### config.mk
export PLATFORM = sky130hd
export DESIGN_NAME = io_input_sequencer
export DESIGN_NICKNAME = d
export VERILOG_FILES = /design/src/rtl/io_seq_pkg.sv /design/src/rtl/io_input_sequencer_sync2.sv /design/src/rtl/io_input_sequencer.sv
export SDC_FILE = /design/constraint.sdc
export NUM_CORES = 1
export LEC_CHECK = 0
export CAP_MARGIN = 10
export CORE_ASPECT_RATIO = 1.5
export CORE_UTILIZATION = 30
export CTS_CLUSTER_SIZE = 10
export DETAILED_ROUTE_END_ITERATION = 8
export DONT_BUFFER_PORTS = 1
export PLACE_DENSITY_LB_ADDON = 0.25
export SETUP_SLACK_MARGIN = 0.1
export SKIP_LAST_GASP = 1
export SYNTH_ARGS = -nofsm -noshare
export SYNTH_HDL_FRONTEND = slang
export SYNTH_SLANG_ARGS = --single-unit
### constraint.sdc
create_clock -name clock -period 3.6 [get_ports clock]
set_input_delay 0.36 -clock clock [delete_from_list [all_inputs] [get_ports clock]]
set_output_delay 0.36 -clock clock [all_outputs]
set_load 0.02 [all_outputs]
### src/rtl/io_seq_pkg.sv
// Shared types and constants for the switch-input sequencer.
// The input opcode is used by the decoder that drives in_req.
package io_seq_pkg;

    typedef enum logic [1:0] {
        IDLE         = 2'd0,
        WAIT_PRESS   = 2'd1,
        DONE         = 2'd2,
        WAIT_RELEASE = 2'd3
    } seqState_t;

    localparam int          DEF_SW_W            = 18;
    localparam int          DEF_DEBOUNCE_CYCLES = 4;
    localparam logic [5:0]  OP_INPUT            = 6'b010110;

endpackage

### src/rtl/io_input_sequencer_sync2.sv
// Parameterized-width two-flop synchronizer with a configurable reset value.
// Each bit is synchronized independently; multi-bit values must be quasi-static.
module sync2 #(
    parameter int               WIDTH     = 1,
    parameter logic [WIDTH-1:0] RESET_VAL = '0
) (
    input  logic             clock,
    input  logic             reset,
    input  logic [WIDTH-1:0] d,
    output logic [WIDTH-1:0] q
);

    logic [WIDTH-1:0] stage1;
    logic [WIDTH-1:0] stage2;

    always_ff @(posedge clock or negedge reset) begin
        if (!reset) begin
            stage1 <= RESET_VAL;
            stage2 <= RESET_VAL;
        end else begin
            stage1 <= d;
            stage2 <= stage1;
        end
    end

    assign q = stage2;

endmodule

### src/rtl/io_input_sequencer.sv
// Press-confirmed switch input: stalls the core until a debounced key press,
// then releases it for one cycle with the captured switch value.
module io_input_sequencer
    import io_seq_pkg::*;
#(
    parameter int DEBOUNCE_CYCLES = DEF_DEBOUNCE_CYCLES,
    parameter int SW_W            = DEF_SW_W,
    parameter int CNT_W           = 16
) (
    input  logic            clock,
    input  logic            reset,
    input  logic            in_req,
    input  logic            key_n,
    input  logic [SW_W-1:0] sw,
    output logic            stall,
    output logic            data_valid,
    output logic [31:0]     data
);

    localparam logic [CNT_W-1:0] CNT_LAST = CNT_W'(DEBOUNCE_CYCLES - 1);

    logic            keySync;
    logic [SW_W-1:0] swSync;

    seqState_t        stateReg, stateNext;
    logic [CNT_W-1:0] cntReg, cntNext;
    logic [31:0]      dataReg, dataNext;

    sync2 #(.WIDTH(1), .RESET_VAL(1'b1)) keySyncInst (
        .clock (clock),
        .reset (reset),
        .d     (key_n),
        .q     (keySync)
    );

    sync2 #(.WIDTH(SW_W), .RESET_VAL('0)) swSyncInst (
        .clock (clock),
        .reset (reset),
        .d     (sw),
        .q     (swSync)
    );

    always_ff @(posedge clock or negedge reset) begin
        if (!reset) begin
            stateReg <= IDLE;
            cntReg   <= '0;
            dataReg  <= '0;
        end else begin
            stateReg <= stateNext;
            cntReg   <= cntNext;
            dataReg  <= dataNext;
        end
    end

    always_comb begin
        stateNext = stateReg;
        cntNext   = cntReg;
        dataNext  = dataReg;
        case (stateReg)
            IDLE: begin
                cntNext = '0;
                // A key already held when the request appears must be released first.
                if (in_req) stateNext = keySync ? WAIT_PRESS : WAIT_RELEASE;
            end
            WAIT_PRESS: begin
                if (!in_req) begin
                    stateNext = IDLE;
                    cntNext   = '0;
                end else if (!keySync) begin
                    if (cntReg == CNT_LAST) begin
                        stateNext = DONE;
                        cntNext   = '0;
                        dataNext  = 32'(swSync);
                    end else begin
                        cntNext = cntReg + 1'b1;
                    end
                end else begin
                    cntNext = '0;
                end
            end
            DONE: begin
                stateNext = WAIT_RELEASE;
                cntNext   = '0;
            end
            WAIT_RELEASE: begin
                if (keySync) begin
                    if (cntReg == CNT_LAST) begin
                        stateNext = IDLE;
                        cntNext   = '0;
                    end else begin
                        cntNext = cntReg + 1'b1;
                    end
                end else begin
                    cntNext = '0;
                end
            end
            default: begin
                stateNext = IDLE;
                cntNext   = '0;
            end
        endcase
    end

    always_comb begin
        stall      = in_req;
        data_valid = 1'b0;
        case (stateReg)
            WAIT_PRESS: stall = 1'b1;
            DONE: begin
                stall      = 1'b0;
                data_valid = 1'b1;
            end
            default: stall = in_req;
        endcase
    end

    assign data = dataReg;

endmodule

Word level (Yosys, flattened, before mapping)
Index checks and enable logic that the tools add are counted.

storage, ports and cells
  word-level logic and storage cells = 37
  register bits = 74

cells by class
  multiplexer cells = 15
  reduce and logical (&&, ||, !) cells = 4
  equality and inequality tests = 9
  bitwise operators = 1
  $add $sub $neg = 1

operator list
  kind                   number
  $mux 16                4
  $pmux 16 s3            1
  $add 16x1->16 const B  1
  $eq 16x2->1 const B    1
  $mux 2                 7
  $pmux 2 s4             1
  $ne 3x3->1 const B     2
  $reduce_and 5->1       1
  $eq 2x2->1 const B     2
  $ne 2x2->1 const B     2
  $reduce_and 4->1       1
  $eq 2x1->1 const B     1
  $logic_not 2->1        1
  $ne 2x1->1 const B     1
  $pmux 1 s2             1
  $reduce_or 2->1        1
  $mux 1                 1
  $not 1->1              1

Longest topological paths before layout
  word-level depth = 5
  depth in mapped cells = 7

By module
A second synthesis with hierarchy kept.

unflattened totals
  cell total of the unflattened synthesis = 194
  area total of the unflattened synthesis = 2,798.9 µm²

by module, submodules not included
  module                times used  cells each  area an instance (µm²)
  io_input_sequencer    1           156         1,845.5
  sync2 at swSyncInst   1           36          900.9
  sync2 at keySyncInst  1           2           52.6

Worst setup path after synthesis
OpenSTA, ideal clock, no wires.

  kind = reg2reg
  start = register cntReg[0]
  end = register dataReg[10] (netlist: data[10])
  stages on the path, launching flop included = 8
  data required time = 3.475 ns
  setup slack = 1.585 ns
  path buffers = 2
  data arrival time = 1.890 ns
  cells stage by stage = dfrtp_1 -> ha_1 -> buf_2 -> nor4b_4 -> nand4_2 -> nor3_4 -> buf_12 -> mux2_4

between the ends
  longest elaborated chain between the ends = 2

ends and longest elaborated chain
  what                        RTL line                  RTL
  from (decl)                 io_input_sequencer.sv:26  logic [CNT_W-1:0] cntReg, cntNext;
  from (signal assigned)      io_input_sequencer.sv:50  cntReg <= cntNext;
  $eq 16x2->1                 io_input_sequencer.sv:70  if (cntReg == CNT_LAST) begin
  $reduce_and 4->1 (no line)  n/a
  to (signal assigned)        io_input_sequencer.sv:51  dataReg <= dataNext;
  to (decl)                   io_input_sequencer.sv:27  logic [31:0] dataReg, dataNext;

Every way passes these cells.
A chain may end at the register's enable or synchronous reset.

Worst setup path after layout
  start = register cntReg[0]
  end = register dataReg[1] (netlist: data[1])

Same word-level chain as after synthesis.

==> metrics.md <==
| Metric | Value |
|---|---|
| Status | `complete, no violations` |
| Global route total overflow | `0` |
| Async set-reset flop share out of synthesis | `100%` |
| CORE AREA | `9200 µm²` |
| Clk slew on worst S/H paths | `60 ps` |
| Full die area | `between 9000 and 10000 µm²` |
| Reg2Reg Setup Slack | `1400 ps` |
| Hpwl dp | `around 2800 µm` |
| DR pass1 iterations | `4` |
| Metal1 wirelength | `around 2000 µm` |
| Worst path slowest cell | `mux2_2` |
| Most frequent cell after synthesis | `dfrtp_1` |
| # rows | `between 40 and 50` |
| Clock Skews | `~6.9 ps` |
| Pwr dens | `612 nW/µm²` |
| Relative slew slack | `65.5%` |
| Avg Cell Area, Syn | `14.5 µm²` |
| Routed vias/inst | `4.43` |
| CTS resizes | `0` |
| CP required | `3810 ps` |
| Fmax | `0.455 GHz` |
| WP depth | `6` |
| CTS Buffer Depth | `2` |
| Measured slew at the worst slew-check pin | `516 ps` |
| Layout Utilization | `34.7%` |
| Setup Viol. Count Final | `0` |
| Reg2Reg Depth | `6` |
| Critical path endpoint | `data[1]` |
| Metal3 WL | `283 µm` |
| Synth area leader | `dfrtp_1` |
| Final net count | `232` |
| Maximum vdd drop | `0.286 mV` |
| Setup TNS | `0 ps` |
| DR WL/cell | `14.3 µm` |
| DRC violations left | `0` |
| Die H | `between 100 and 150 µm` |
| CP delay by family, top | `simple AND/OR/NAND/NOR gates` |
| Number of synthesized flops with an enable pin | `0` |
| Synth warn | `0` |
| TritonCTS Buffers | `9` |
| Via Count | `~1400` |
| Initial Utilization | `30.8%` |
| Port bufs | `0` |
| Critical R2R Launch | `cntReg[0]` |
| Syn Inst Count | `195` |
| Crit-path max FO | `18` |
| Leak pwr | `between 1 and 1.5 nW` |
| Clk root buf | `clkbuf_16` |
| Area contributors post-synth | `dfrtp_1, mux2_4, buf_4, mux2_2, ha_1` |
| First-pass GRT wire length | `7620 µm` |
| Arrival @ worst endpoint | `2410 ps` |
| Initial antenna violation count | `0` |
| Worst-skew pair later-pin latency | `approximately 330 ps` |
| Detail Route Antenna Nets | `0` |
| Distinct cell type count after synthesis | `36` |
| Initial DRC count | `52` |
| Total chip power | `1.96 mW` |
| Number of max-cap violations | `0` |
| RePlAce Congestion | `0.705` |
| Hold WC Path Type | `input port to register` |
| Crit-path cells | `ha_1 -> nor4b_4 -> nand4_2 -> nor3_4 -> buf_4 -> mux2_2` |
| Final Critical Period | `2200 ps` |
| Top sig layer | `met4` |
| Top cell type's share of synthesized area | `63.6%` |
| ANT cells | `0` |
| Num ports | `56` |
| H-tree levels | `3` |
| Startpoint types | `register` |
| Tcrit/Tclk final | `61.0%` |
| Max-slew violation count | `0` |
| Gr usage total | `10.9%` |
| Crit-path max cell delay | `380 ps` |
| Unrepaired setup endpoints after global routing | `no` |
| Final wirelength | `4570 µm` |
| Number of global-route vias before repair | `1432` |
| Worst setup startpoint | `cntReg[0]` |
| Post-synthesis cell area | `2830 µm²` |
| Crit end category | `register` |
| WS Path Type | `register to register` |
| Main synth FF type | `dfrtp_1` |
| Largest net degree at the start of global routing | `75` |
| CTS sink count | `74` |
| CTS tree | `built` |
| Die W | `81.3 µm` |
| Synth cell count leaders | `dfrtp_1, buf_4, nor2_1` |
| Final hold violations | `0` |
| R2r endpoint | `data[1]` |
| Synth-to-Final Area Change | `12.8%` |
| Wire length on met2 | `2130 µm` |
| Synth Register Bits | `74` |
| CP Buf/Inv Count | `1` |
| Post-synthesis sequential area ratio | `between 60% and 70%` |
| Fill cells | `897` |
| Ratio of cells with drive above 1 in the final layout | `between 20% and 30%` |
## how the worst min path moves through the flow
stage	depth (start not counted)	slack, ps	endpoint	startpoint
after floorplan	0	60	cntReg[0]	reset
after global placement	0	70	cntReg[1]	reset
after detailed placement	0	70	stateReg[0]	reset
after CTS	0	6	keySyncInst.stage1	key_n
after global routing	0	4	keySyncInst.stage1	key_n
final	0	20	keySyncInst.stage1	key_n
## worst register-to-register path: stages (launching register included)
cell	delay, ps
dfrtp_1	360
ha_1	340
nor4b_4	290
nand4_2	180
nor3_4	190
buf_4	340
mux2_2	380
## where the power goes
group | switching (mW) | internal (mW) | total (mW) | leakage (nW)
sequential | 0.0384 | 0.881 | 0.919 | 0.939
clock | 0.341 | 0.463 | 0.804 | 0.127
combinational | 0.146 | 0.0874 | 0.233 | 0.382
## per-layer routing
| metal | global-route usage [%] | vias up |
|---|---|---|
| met5 | 0 | - |
| li1 | - | 658 |
| met1 | 13.3 | 713 |
| met4 | 6.70 | 0 |
| met2 | 15.5 | 38 |
| met3 | 4.89 | 10 |
## timing repair
item,CTS,global route
buffers inserted,0,0
endpoints found under the hold margin,74,0
endpoints found under the setup margin,0,0
hold buffers,2,0
## flip-flops by register name (all words and copies together) (netlist names)
signal	cells
swSyncInst.stage1	18
cntReg	16
swSyncInst.q	18
data	18
stateReg	2
keySyncInst.stage1	1
keySyncInst.q	1
## cell families (layout without fill, tap and decap cells)
kind of cell / Yosys count / count (layout) / synth area share (%)
simple gates: 49 / 49 / 10.6
fa+ha+maj: 7 / 7 / 3.09
mux: 21 / 21 / 9.59
compound gates: 11 / 11 / 2.43
buf+inv: 21 / 21 / 5.30
xor+xnor: 11 / 11 / 3.40
other cells: 1 / 14 / 0.132
flops: 74 / 74 / 65.5
## per-stage QoR
step / std cells / setup slack [ps] / instance area (µm²) / hold WS [ps]
floorplan: 208 / 1590 / 2880 / 64.4
global placement: 302 / 1470 / 2890 / 67.2
detailed placement: 302 / 1380 / 2890 / 67.4
CTS: 320 / 1370 / 3190 / 6.26
global route: 320 / 1230 / 3190 / 4.33
finish: 320 / 1400 / 3190 / 21.6
## cell type report
class                   instances  area [µm²]  area share [%]
clock buffers                   9         225            7.05
flip-flops and latches         74        1850            58.0
clock inverters                 7        46.3            1.45
repair buffers                  3        45.0            1.41
multi-input cells             113         876            27.4
well taps                     112         140            4.39
inverters                       2        7.51           0.235
## placed cells by master (no fill, tap or decap), types with 2 or more instances in the layout
cell type   count
a21oi_1         4
and2_1          2
and3_2          2
clkbuf_16       9
clkinv_2        3
clkinvlp_4      3
conb_1         14
dfrtp_1        72
dfstp_2         2
ha_1            7
inv_1           2
mux2_2          9
mux2_4         10
mux2i_1         2
nand2_1         8
nand3_1         6
nand4_1         5
nor2_1         14
nor4_2          2
o21ai_0         2
o31ai_1         2
or3_1           2
xor2_1         10
Power figures use the tool's default switching activity.
